--- src/rtl/cs_periph_resp.sv ---
`default_nettype none
// ============================================================================
// cs_periph_resp : chip-select bus responder, 8-byte window with wait states.
// Optional ERR output when CS_PERIPH_ERR_EN is defined.  Rev 1.0
// ============================================================================
module cs_periph_resp #(
  parameter int unsigned WAIT_STATES = 2,
  parameter logic [7:0]  RST_PORT    = 8'h00
) (
  input  logic       CLK,
  input  logic       RST_N,
  input  logic       CS_N,
  input  logic [2:0] ADDR,
  input  logic       RD_N,
  input  logic       WR_N,
  input  logic [7:0] DIN,
  output logic [7:0] DOUT,
  output logic       DOUT_OE,
  output logic       RDY,
  input  logic [7:0] PORT_IN,
`ifdef CS_PERIPH_ERR_EN
  output logic       ERR,
`endif
  output logic [7:0] PORT_OUT
);

  localparam logic [1:0] S_IDLE = 2'd0;
  localparam logic [1:0] S_WAIT = 2'd1;
  localparam logic [1:0] S_ACK  = 2'd2;
  localparam logic [1:0] S_HOLD = 2'd3;

  localparam logic [3:0] WAIT_LOAD = (WAIT_STATES == 0) ? 4'd0 : 4'(WAIT_STATES - 1);

  logic [1:0] state_q, state_d;
  logic [3:0] cnt_q, cnt_d;
  logic [2:0] addr_q, addr_d;
  logic [7:0] din_q, din_d;
  logic       is_wr_q, is_wr_d;
  logic [7:0] regs_q [0:6];
  logic [7:0] regs_d [0:6];
  logic [7:0] dout_q, dout_d;
  logic       dout_oe_q, dout_oe_d;
  logic       rdy_q, rdy_d;
  logic [7:0] rd_win [0:7];

  logic w_req;
  logic w_released;

  assign w_req      = !CS_N && (RD_N ^ WR_N);
  // Release is judged against the strobe that was latched, not whichever is low now.
  assign w_released = CS_N || (is_wr_q ? WR_N : RD_N);

  always_comb begin
    for (int i = 0; i < 7; i++) rd_win[i] = regs_q[i];
    rd_win[7] = PORT_IN;
  end

  // State register
  always_ff @(posedge CLK or negedge RST_N) begin
    if (!RST_N) begin
      state_q <= S_IDLE;
      cnt_q   <= 4'd0;
      addr_q  <= 3'd0;
      din_q   <= 8'h00;
      is_wr_q <= 1'b0;
    end else begin
      state_q <= state_d;
      cnt_q   <= cnt_d;
      addr_q  <= addr_d;
      din_q   <= din_d;
      is_wr_q <= is_wr_d;
    end
  end

  // Next-state logic
  always_comb begin
    state_d = state_q;
    cnt_d   = cnt_q;
    addr_d  = addr_q;
    din_d   = din_q;
    is_wr_d = is_wr_q;
    case (state_q)
      S_IDLE: begin
        if (w_req) begin
          addr_d  = ADDR;
          din_d   = DIN;
          is_wr_d = !WR_N;
          cnt_d   = WAIT_LOAD;
          state_d = (WAIT_STATES == 0) ? S_ACK : S_WAIT;
        end
      end
      S_WAIT: begin
        if (w_released)          state_d = S_IDLE;
        else if (cnt_q == 4'd0)  state_d = S_ACK;
        else                     cnt_d   = cnt_q - 4'd1;
      end
      S_ACK:   state_d = S_HOLD;
      S_HOLD:  if (w_released) state_d = S_IDLE;
      default: state_d = S_IDLE;
    endcase
  end

  // Output / datapath logic, all of it registered below
  always_comb begin
    for (int i = 0; i < 7; i++) regs_d[i] = regs_q[i];
    dout_d    = dout_q;
    dout_oe_d = dout_oe_q;
    rdy_d     = 1'b0;
    case (state_q)
      S_ACK: begin
        rdy_d = 1'b1;
        if (is_wr_q) begin
          for (int i = 0; i < 7; i++)
            if (addr_q == 3'(i)) regs_d[i] = din_q;
        end else begin
          dout_d    = rd_win[addr_q];
          dout_oe_d = 1'b1;
        end
      end
      S_HOLD:  if (w_released) dout_oe_d = 1'b0;
      default: dout_oe_d = 1'b0;
    endcase
  end

  always_ff @(posedge CLK or negedge RST_N) begin
    if (!RST_N) begin
      regs_q[0] <= RST_PORT;
      for (int i = 1; i < 7; i++) regs_q[i] <= 8'h00;
      dout_q    <= 8'h00;
      dout_oe_q <= 1'b0;
      rdy_q     <= 1'b0;
    end else begin
      for (int i = 0; i < 7; i++) regs_q[i] <= regs_d[i];
      dout_q    <= dout_d;
      dout_oe_q <= dout_oe_d;
      rdy_q     <= rdy_d;
    end
  end

`ifdef CS_PERIPH_ERR_EN
  logic err_q, err_d;
  logic w_illegal;
  logic w_abort;

  assign w_illegal = (state_q == S_IDLE) && !CS_N && !RD_N && !WR_N;
  assign w_abort   = (state_q == S_WAIT) && w_released;

  // Set wins over the clear from a completing write.
  always_comb begin
    err_d = err_q;
    if (state_q == S_ACK && is_wr_q) err_d = 1'b0;
    if (w_illegal || w_abort)        err_d = 1'b1;
  end

  always_ff @(posedge CLK or negedge RST_N) begin
    if (!RST_N) err_q <= 1'b0;
    else        err_q <= err_d;
  end

  assign ERR = err_q;
`endif

  assign DOUT     = dout_q;
  assign DOUT_OE  = dout_oe_q;
  assign RDY      = rdy_q;
  assign PORT_OUT = regs_q[0];

endmodule
`default_nettype wire

--- config.mk ---
export PLATFORM = sky130hd
export DESIGN_NAME = cs_periph_resp
export DESIGN_NICKNAME = d
export VERILOG_FILES = /design/src/rtl/cs_periph_resp.sv
export SDC_FILE = /design/constraint.sdc
export NUM_CORES = 1
export LEC_CHECK = 0
export CORE_UTILIZATION = 25
export DETAILED_ROUTE_END_ITERATION = 6
export PLACE_DENSITY_LB_ADDON = 0.12
export SLEW_MARGIN = 20
export SYNTH_ARGS = -nofsm -noshare
export SYNTH_HDL_FRONTEND = slang
export SYNTH_SLANG_ARGS = --single-unit
export TNS_END_PERCENT = 5
--- constraint.sdc ---
create_clock -name CLK -period 1.5 [get_ports CLK]
set_input_delay 0.3 -clock CLK [delete_from_list [all_inputs] [get_ports CLK]]
set_output_delay 0.3 -clock CLK [all_outputs]
set_load 0.01 [all_outputs]
# ---- After elaboration in Yosys (flattened, before gate mapping)
# Index checks and enable logic that the tools add are counted.
dict set report word_totals {
  reg_bits 84
  elab_cells 72
}
dict set report classes {
  add_sub_neg 1
  order_cmp 1
  n_eq_ne 15
  muxes 17
  bitwise 3
  n_reduce_logical 20
}
# cell count
set ops {}
lappend ops {{8-bit binary-select mux with 3-bit select} 1}
lappend ops {{3-bit AND reduction} 8}
lappend ops {{8-bit two-way mux} 2}
lappend ops {{4-bit two-way mux} 3}
lappend ops {{2-bit != test, second input constant} 5}
lappend ops {{3-bit equality test, second input constant} 3}
lappend ops {{2-bit two-way mux} 4}
lappend ops {{2-bit one-hot mux with 4 select lines} 1}
lappend ops {{4-bit one-hot mux with 2 select lines} 1}
lappend ops {{3-bit by 2-bit equality test with 1-bit output, second input constant} 2}
lappend ops {{2-bit AND reduction} 3}
lappend ops {{2-bit equality test, second input constant} 2}
lappend ops {{4-bit >= comparator, second input constant} 1}
lappend ops {{4-bit zero test} 1}
lappend ops {{1-bit two-way mux} 4}
lappend ops {{3-bit NOT with 4-bit output} 1}
lappend ops {{4-bit AND reduction} 1}
lappend ops {{4-bit by 1-bit subtractor with 4-bit output, second input constant} 1}
lappend ops {{3-bit by 1-bit equality test with 1-bit output, second input constant} 1}
lappend ops {{3-bit zero test} 1}
lappend ops {{3-bit != test, second input constant} 1}
lappend ops {{2-bit by 1-bit equality test with 1-bit output, second input constant} 1}
lappend ops {{1-bit zero test} 2}
lappend ops {{2-bit zero test} 1}
lappend ops {{6 further kinds} 6}

# ---- Depth between registers and ports, before layout
# Gate-level depths: netlist of run 1.
dict set report depth {
  word_depth 4
  mapped_depth 6
  mapped_depth_nobuf 6
}

# ---- Worst setup path before layout of run 1
# Ideal clock, no wire load.
dict set report synth_path {
  kind {register to register}
  from {register cnt_q[0]}
  to {register cnt_q[2]}
  setup_ns 0.065
  t_arrival_ns 1.539
  t_required_ns 1.435
  setup_slack_ns -0.103
  stages_incl_launch_ff 7
  path_buffers 0
  path_cell_list {dfrtp_1 > inv_1 > ha_1 > nor3b_1 > nor4_4 > a211oi_1 > a31o_2}
}
dict set report synth_via {
  elab_chain_cells 4
}
# item line
set synth_rtl {}
lappend synth_rtl {{start, declared} 35} ;# logic [3:0] cnt_q, cnt_d;
lappend synth_rtl {{start signal, assigned} 68} ;# cnt_q <= cnt_d;
lappend synth_rtl {{4-bit by 1-bit subtractor with 4-bit output} 95} ;# else cnt_d = cnt_q - 4'd1;
lappend synth_rtl {{4-bit two-way mux} 94} ;# else if (cnt_q == 4'd0) state_d = S_ACK;
lappend synth_rtl {{4-bit two-way mux} 93} ;# if (w_released) state_d = S_IDLE;
lappend synth_rtl {{4-bit one-hot mux with 2 select lines} 82} ;# case (state_q)
# Parallel ways exist; a longest one is shown, timed or not. The select of a mux whose other input is x is not followed.
# A chain may end at the register's enable or synchronous reset.

# ---- Worst setup path in the final report of run 1
dict set report layout_path {
  from {register is_wr_q}
  to {register regs_q (netlist bit rd_win[22])}
}
dict set report layout_via {
  elab_chain_cells 1
}
# item line
set layout_rtl {}
lappend layout_rtl {{start, declared} 38} ;# logic is_wr_q, is_wr_d;
lappend layout_rtl {{start signal, assigned} 71} ;# is_wr_q <= is_wr_d;
lappend layout_rtl {{3-bit AND reduction (no line)} n/a}
lappend layout_rtl {{end, declared} 39} ;# logic [7:0] regs_q [0:6];
# Every way passes these cells.

==> results of run 1 <==
power breakdown:
part           internal (mW)  switching (mW)
Combinational           2.38            1.80
Clock                   1.72           0.912
Sequential              3.20           0.776
through the flow:
step	hold WS, ns	instance area [sq um]	cells	util
after global routing	0.0245	5400	573	0.355
after detailed placement	0.389	4860	557	0.320
after global placement	0.376	4860	557	0.320
final	-0.0234	5400	573	0.355
after CTS	0.00958	5290	573	0.348
after floorplan	0.00441	3920	300	-
layer usage:
| metal | global-route usage | vias to the layer above | share of wire |
|---|---|---|---|
| met2 | 0.221 | 31 | 0.47 |
| met1 | 0.182 | 1306 | 0.49 |
| li1 | - | 1228 | - |
| met3 | 0.0214 | 13 | 0.019 |
| met4 | 0.0714 | 0 | 0.023 |
| met5 | 0 | - | 0 |
final cells by class:
class	instances	share of cell area
Multi-Input combinational cell	187	0.338
Sequential cell	84	0.390
Timing Repair Buffer	89	0.157
Inverter	9	0.00625
Tap cell	188	0.0435
Clock inverter	4	0.0176
Clock buffer	12	0.0475
kinds of logic after synthesis:
logic type	Yosys count
buffers and inverters	29
flip-flops	84
AND/OR/NAND/NOR	55
AO/OA/AOI/OAI	28
multiplexers	102
XOR/XNOR	1
adder cells (fa/ha/maj)	1
repair_timing:
action                     CTS  global route
pin swaps                    6             2
resized for setup           47            29
setup endpoints to repair   90            77
sequential cells by signal (all words and copies together), names as in the netlist, named ones only:
signal	flops
DOUT	8
PORT_OUT	8
RDY	1
is_wr_q	1
din_q	8
rd_win	48
cnt_q	4
addr_q	3
state_q	1
DOUT_OE	1
worst reg2reg max path, cell delays in order (launching register included):
cell and delay, ns:
dfrtp_2 0.41, buf_4 0.13, nand2_1 0.12, nor3_4 0.27, buf_4 0.18, mux2_2 0.32
worst max path at each step:
stage | end | from | depth (start not counted)
after floorplan | cnt_q[2] | is_wr_q | 4
after global placement | din_q[4] | WR_N | 5
after detailed placement | addr_q[0] | WR_N | 5
after CTS | rd_win[21] | state_q[0] | 6
after global routing | rd_win[22] | is_wr_q | 5
final | rd_win[22] | is_wr_q | 5
placed cells by master, fill, tap and decap left out, types with 7 or more instances in the layout:
| master | instances |
|---|---|
| mux2i_1 | 31 |
| mux2_2 | 41 |
| clkdlybuf4s50_1 | 21 |
| buf_4 | 36 |
| buf_6 | 7 |
| nand2_1 | 18 |
| dfrtp_1 | 81 |
| nand3_1 | 10 |
| inv_1 | 8 |
| mux2_4 | 27 |
| a22oi_1 | 17 |
| clkbuf_16 | 9 |
| dlygate4sd2_1 | 19 |
==> out/summary.log, run 1 <==
INFO  logic_synthesis syn_area=3910squm
INFO  logic_synthesis post_synthesis_sequential_element_count=84
INFO  die            placement_rows=45
INFO  timing         finalSetupViolCount=26
INFO  clock_tree     tritoncts=built
INFO  place          pre_cts_ws=-0.405ns
INFO  setup_path     crit_path_max_fanout=4
INFO  power          total_power=10.8mW
INFO  logic_synthesis post_synth_inst_count=300
INFO  global_route   antenna_violations_before_repair=0
INFO  global_route   grt_start_max_net_pins=85
INFO  setup_path     internal_reg_to_reg_setup_slack=-0.05ns
INFO  final_layout   ff_latch_area=2110squm
INFO  die            floorplan.core_area=15200squm
INFO  logic_synthesis yosysMostFrequentCell=dfrtp_1
INFO  logic_synthesis yosys.area.top_type=dfrtp_1
INFO  status         violated_checks=negative hold slack, negative setup slack
INFO  logic_synthesis synth_compound_gate_area_share=0.0503
INFO  final_layout   num-fill-cells=1541
INFO  setup_path     worst_path_dominant_cell_family=flip-flops
INFO  setup_path     timing.critical_path.required=1.73ns
INFO  clock_tree     clock_path_buffers=2
INFO  logic_synthesis synth.top_cell.area_share=0.538
INFO  die            die-area=16100squm
INFO  timing         finalCriticalPeriod=1.55ns
INFO  global_route   grt_use_total=0.138
INFO  logic_synthesis synth.distinct_cells=34
INFO  setup_path     worst_r2r_startpoint=is_wr_q
INFO  logic_synthesis yosysSeqAreaShare=0.538
INFO  final_layout   diodes=0
INFO  timing         unrepaired_setup_endpoints_after_global_routing=true
INFO  clock_tree     numCtsBuffers=9
INFO  setup_path     biggest_cell_delay_along_the_critical_path=0.41ns
INFO  logic_synthesis yosys_warnings=0
INFO  logic_synthesis yosys-mux-area-fraction=0.283
INFO  hold_path      holdCritPathClass=input pin to asynchronous set/reset pin
INFO  die            die_x=127um
INFO  status         result_of_the_run=finished, violations left
INFO  die            num_io_pins=42
INFO  timing         hold_viol_final=25
INFO  logic_synthesis synth_area_in_xor_xnor=0.00224
INFO  setup_path     setup.worst_path.class=flip-flop to flip-flop
INFO  setup_path     timing.critical_path.to_type=flip-flop
INFO  clock_tree     cts_hold_buf=0
INFO  logic_synthesis postSynth.asyncResetShare=1.00
INFO  flow_run       max_cap_viol_count=0
INFO  logic_synthesis synth.net_count=325
INFO  detailed_routing route.detailed.wl_per_inst=17.5um
INFO  logic_synthesis synth_edf_count=0
INFO  timing         timing.hold.ws=-0.0234ns
INFO  detailed_routing detail_route.first_pass.iterations=4
INFO  final_layout   numnets_final=405
INFO  clock_tree     htree_levels=3
INFO  timing         timing_worst_slew_pin_value=0.514ns
INFO  logic_synthesis syn-mean-instance-area=13.0squm
INFO  logic_synthesis synth_fa_ha_area_frac=0.00320
INFO  detailed_routing dr.first_iter.drc_count=64
INFO  logic_synthesis synthSimpleGateAreaFrac=0.0833
INFO  clock_tree     worst_setup_hold_path_clk_slew=0.06ns
INFO  setup_path     crit_top_cell=buf_4
INFO  setup_path     wp_buf_inv=2
INFO  setup_path     worst_ep_arrival_time=1.78ns
INFO  timing         timing_max_transition_violations_final=0
INFO  final_layout   multi_input_area=1830squm
INFO  logic_synthesis synth_area_leaders=dfrtp_1, mux2_2, mux2i_1
INFO  clock_tree     root_buffer_cell=clkbuf_16
INFO  detailed_routing drc=0
INFO  global_route   number_of_global_route_vias_before_repair=2810
INFO  detailed_routing vias=2578
INFO  power          vdd_ir_drop_max=0.000879V
INFO  place          routabilityCongestion=0.681
INFO  place          port_buffers=41
INFO  logic_synthesis synth.top_cells.by_count=dfrtp_1, mux2_2, mux2i_1
INFO  setup_path     worstReg2RegEnd=rd_win[22]
INFO  power          power.leakage=2.59nW
INFO  global_route   globalRoute.totalOverflow=0
INFO  clock_tree     number_of_post_cts_setup_repair_buffers=0
INFO  die            die_height=127um
INFO  logic_synthesis dominant_combinational_cell_family_by_area_after_synthesis=multiplexers
INFO  setup_path     critPathLaunchType=flip-flop
INFO  detailed_routing ant_nets=0
INFO  timing         slew-limit-headroom=0.656
INFO  clock_tree     insertion_delay=0.35ns
INFO  clock_tree     cts.sinks=84
INFO  timing         final.period_utilization=1.03
INFO  final_layout   area_growth_syn_to_layout=38.3%
INFO  timing         postLayoutSetupSlackWorst=-0.0456ns
INFO  setup_path     cpMaxStageDelayCell=dfrtp_2
INFO  setup_path     cp_cell_instances=buf_4, nand2_1, nor3_4, buf_4, mux2_2
INFO  setup_path     timing.reg2reg.worst_path_depth=5
INFO  place          hpwlAfterDp=6680um
INFO  timing         finalSetupTns=-0.477ns
INFO  timing         fmaxAchievable=0.647GHz
INFO  die            start_util=0.257
INFO  final_layout   share_of_final_layout_standard_cells_stronger_than_drive_strength_1=0.410
INFO  logic_synthesis ys_dominant_reg_cell=dfrtp_1
INFO  global_route   grt_pass1_wl=16300um
INFO  timing         worst_clock_skew=0.00616ns
INFO  detailed_routing totalWireLength=10100um
INFO  power          pd_cells=1990nW/um^2
INFO  detailed_routing route.detailed.vias_per_inst=4.50
No activity file was read; power rests on OpenSTA's default activity.
==> inputs of run 2 (changes only) <==
CORE_UTILIZATION = 30   (was 25)
clock period = 1.6 ns   (was 1.5 ns; I/O delays follow)
==> run 2 against run 1 <==
The flow finishes with violations (negative setup slack). Via count is 1.5% lower. Sequential power is 7.6% lower. Hold slack better by 0.46 ns. Register-to-register slack better by 0.04 ns. Core utilization is 5.5 points higher. First-iteration DRC count is 41% higher. Sequential cell count stayed put. Largest power group unchanged. Highest routed layer unchanged.
==> out/summary.log, run 2 (synthesis gave the netlist of run 1 again) <==
INFO  global_route   number_of_global_route_vias_before_repair=2605 [was 2810]
INFO  final_layout   commonest_non_fill_non_tap_cells_in_the_layout=dfrtp_1, mux2_2, mux2i_1, clkdlybuf4s50_1, buf_4 [was dfrtp_1, mux2_2, buf_4, mux2i_1, mux2_4]
INFO  detailed_routing ant_nets=0 [unchanged]
INFO  timing         finalSetupViolCount=1 [was 26]
INFO  clock_tree     tritoncts=built [unchanged]
INFO  detailed_routing route.detailed.wl_per_inst=17.3um [was 17.5 um]
INFO  clock_tree     numCtsBuffers=9 [unchanged]
INFO  global_route   antenna_violations_before_repair=0 [unchanged]
INFO  status         violated_checks=negative setup slack [was negative hold slack, negative setup slack]
INFO  setup_path     worstReg2RegEnd=rd_win[41] [was rd_win[22]]
INFO  power          clock_power_share=0.208 [was 0.244]
INFO  detailed_routing totalWireLength=9470um [was 10100 um]
INFO  final_layout   share_of_final_layout_standard_cells_stronger_than_drive_strength_1=0.372 [was 0.410]
INFO  setup_path     worst_ep_arrival_time=1.82ns [was 1.78 ns]
INFO  status         result_of_the_run=finished, violations left [unchanged]
INFO  timing         worst_clock_skew=0.00519ns [was 0.00616 ns]
INFO  setup_path     setup.worst_path.class=flip-flop to flip-flop [unchanged]
INFO  global_route   grt_pass1_wl=14800um [was 16300 um]
INFO  final_layout   largest_register_ffs=48 [unchanged]
INFO  setup_path     timing.critical_path.required=1.82ns [was 1.73 ns]
INFO  die            num_io_pins=42 [unchanged]
INFO  detailed_routing dr.first_iter.drc_count=90 [was 64]
INFO  power          vdd_ir_drop_max=0.000620V [was 0.000879 V]
INFO  die            die_x=116um [was 127 um]
INFO  timing         finalCriticalPeriod=1.60ns [was 1.55 ns]
INFO  setup_path     internal_reg_to_reg_setup_slack=-0.0007ns [was -0.05 ns]
INFO  timing         hold_viol_final=0 [was 25]
INFO  power          total_switching_power=3.12mW [was 3.49 mW]
INFO  die            die_height=116um [was 127 um]
INFO  setup_path     crit_path_max_fanout=4 [unchanged]
INFO  die            placement_rows=41 [was 45]
INFO  timing         timing_worst_slew_pin_value=0.528ns [was 0.514 ns]
INFO  final_layout   numnets_final=396 [was 405]
INFO  setup_path     worst_r2r_startpoint=addr_q[2] [was is_wr_q]
INFO  setup_path     critPathLaunchType=flip-flop [unchanged]
INFO  final_layout   area_growth_syn_to_layout=33.2% [was 38.3%]
INFO  setup_path     timing.reg2reg.worst_path_depth=5 [unchanged]
INFO  power          total_power=9.36mW [was 10.8 mW]
INFO  clock_tree     cts.sinks=84 [unchanged]
INFO  global_route   globalRoute.totalOverflow=0 [unchanged]
INFO  clock_tree     insertion_delay=0.34ns [was 0.35 ns]
INFO  die            floorplan.core_area=12700squm [was 15200 sq um]
INFO  die            die-area=13500squm [was 16100 sq um]
INFO  clock_tree     worst_setup_hold_path_clk_slew=0.06ns [about the same]
INFO  place          area_after_detailed_placement=4800squm [was 4860 sq um]
INFO  power          pd_cells=1800nW/um^2 [was 1990 nW/um^2]
INFO  clock_tree     clock_path_buffers=2 [unchanged]
INFO  timing         final.period_utilization=1.00 [was 1.03]
INFO  flow_run       max_cap_viol_count=0 [unchanged]
INFO  power          power.leakage=2.50nW [was 2.59 nW]
INFO  setup_path     timing.critical_path.to_type=flip-flop [unchanged]
INFO  global_route   grt_use_total=0.154 [was 0.138]
INFO  detailed_routing route.detailed.vias_per_inst=4.65 [was 4.50]
INFO  detailed_routing detail_route.first_pass.iterations=4 [unchanged]
INFO  power          comb_power_share=0.400 [was 0.388]
INFO  place          dp_cells=530 [was 557]
INFO  place          hpwlAfterDp=6480um [was 6680 um]
INFO  clock_tree     htree_levels=3 [unchanged]
INFO  power          power.switching_fraction=0.333 [was 0.324]
INFO  place          port_buffers=41 [unchanged]
INFO  timing         fmaxAchievable=0.625GHz [was 0.647 GHz]
INFO  hold_path      holdCritPathClass=input pin to asynchronous set/reset pin [unchanged]
INFO  die            start_util=0.308 [was 0.257]
INFO  detailed_routing drc=0 [unchanged]
INFO  detailed_routing vias=2539 [was 2578]
INFO  power          part_of_the_power_in_registers=0.392 [was 0.369]
INFO  timing         slew-limit-headroom=0.646 [was 0.656]
INFO  final_layout   mostFrequentLayoutCell=dfrtp_1 [unchanged]
INFO  timing         postLayoutSetupSlackWorst=-0.000673ns [was -0.0456 ns]
INFO  global_route   grt_start_max_net_pins=36 [was 85]
INFO  final_layout   final_cell_count_no_fill=546 [was 573]
INFO  power          power_report.internal_total=6.24mW [was 7.29 mW]
INFO  place          routabilityCongestion=0.704 [was 0.681]
INFO  final_layout   layout.cell_area.non_filler=5200squm [was 5400 sq um]
INFO  timing         unrepaired_setup_endpoints_after_global_routing=true [unchanged]
INFO  timing         timing_max_transition_violations_final=0 [unchanged]
INFO  final_layout   diodes=0 [unchanged]
INFO  clock_tree     root_buffer_cell=clkbuf_16 [unchanged]
-- run 2: worst max-delay path, stage by stage, from the launching register on --
cell and delay, ns:
dfrtp_2 0.44, buf_6 0.13, nand3b_1 0.22, nor2_2 0.21, buf_6 0.18, mux2_4 0.30
-- run 2: what timing repair did --
| action | 4_1_cts | 5_1_grt |
|---|---|---|
| buffers inserted | 0 | 1 |
| gates resized for setup | 5 | 29 |
| pin swaps | 1 | 1 |
| endpoints found under the setup margin | 25 | 67 |
| hold buffers | 1 | 0 |
| hold endpoints to repair | 23 | 0 |
-- run 2: worst max path at each step --
stage	startpoint	to	slack, ns	cells past startpoint
floorplan	is_wr_q	cnt_q[2]	0.04	4
CTS	addr_q[2]	rd_win[41]	-0.01	5
global placement	WR_N	din_q[4]	-0.27	5
detailed placement	WR_N	din_q[4]	-0.29	5
global route	addr_q[2]	rd_win[41]	-0.04	5
finish	addr_q[2]	rd_win[41]	-0.0007	5
-- run 2: power groups by stage --
| stage | clock (mW) | sequential [mW] | combinational (mW) |
|---|---|---|---|
| global route | 2.09 | 3.81 | 4.08 |
| floorplan | 0 | 3.55 | 2.30 |
| detailed placement | 0 | 3.68 | 3.63 |
| CTS | 2.02 | 3.64 | 3.64 |
| global placement | 0 | 3.65 | 3.60 |
| finish | 1.95 | 3.67 | 3.74 |
-- run 2: through the flow --
step                hold WS (ns)  utilization  setup WS, ns  setup TNS [ns]
floorplan                 0.0244            -        0.0404               0
global placement           0.264        0.379        -0.268           -4.36
detailed placement         0.269        0.379        -0.294           -4.99
CTS                        0.443        0.402       -0.0126         -0.0307
global route               0.471        0.411       -0.0411          -0.559
finish                     0.441        0.411     -0.000673       -0.000673
-- run 2: per-layer routing --
layer	track usage	routed length [um]
met5	0	0
met4	0.0718	184
met3	0.0265	298
met2	0.231	4200
met1	0.218	4790
-- run 2: layout make-up --
type	instances	area, sq um
inverter	9	33.8
multi-input combinational	187	1730
clock buffer	12	267
sequential	84	2110
timing repair buffer	80	843
tap	172	215
fill	1199	7470
clock inverter	2	10.0
==> inputs of run 3 (changes only) <==
ABC_CLOCK_PERIOD_IN_PS = 1600   (was not set)
==> results of run 3 <==
The final DEF is identical to that of run 2; final timing and power are the same.
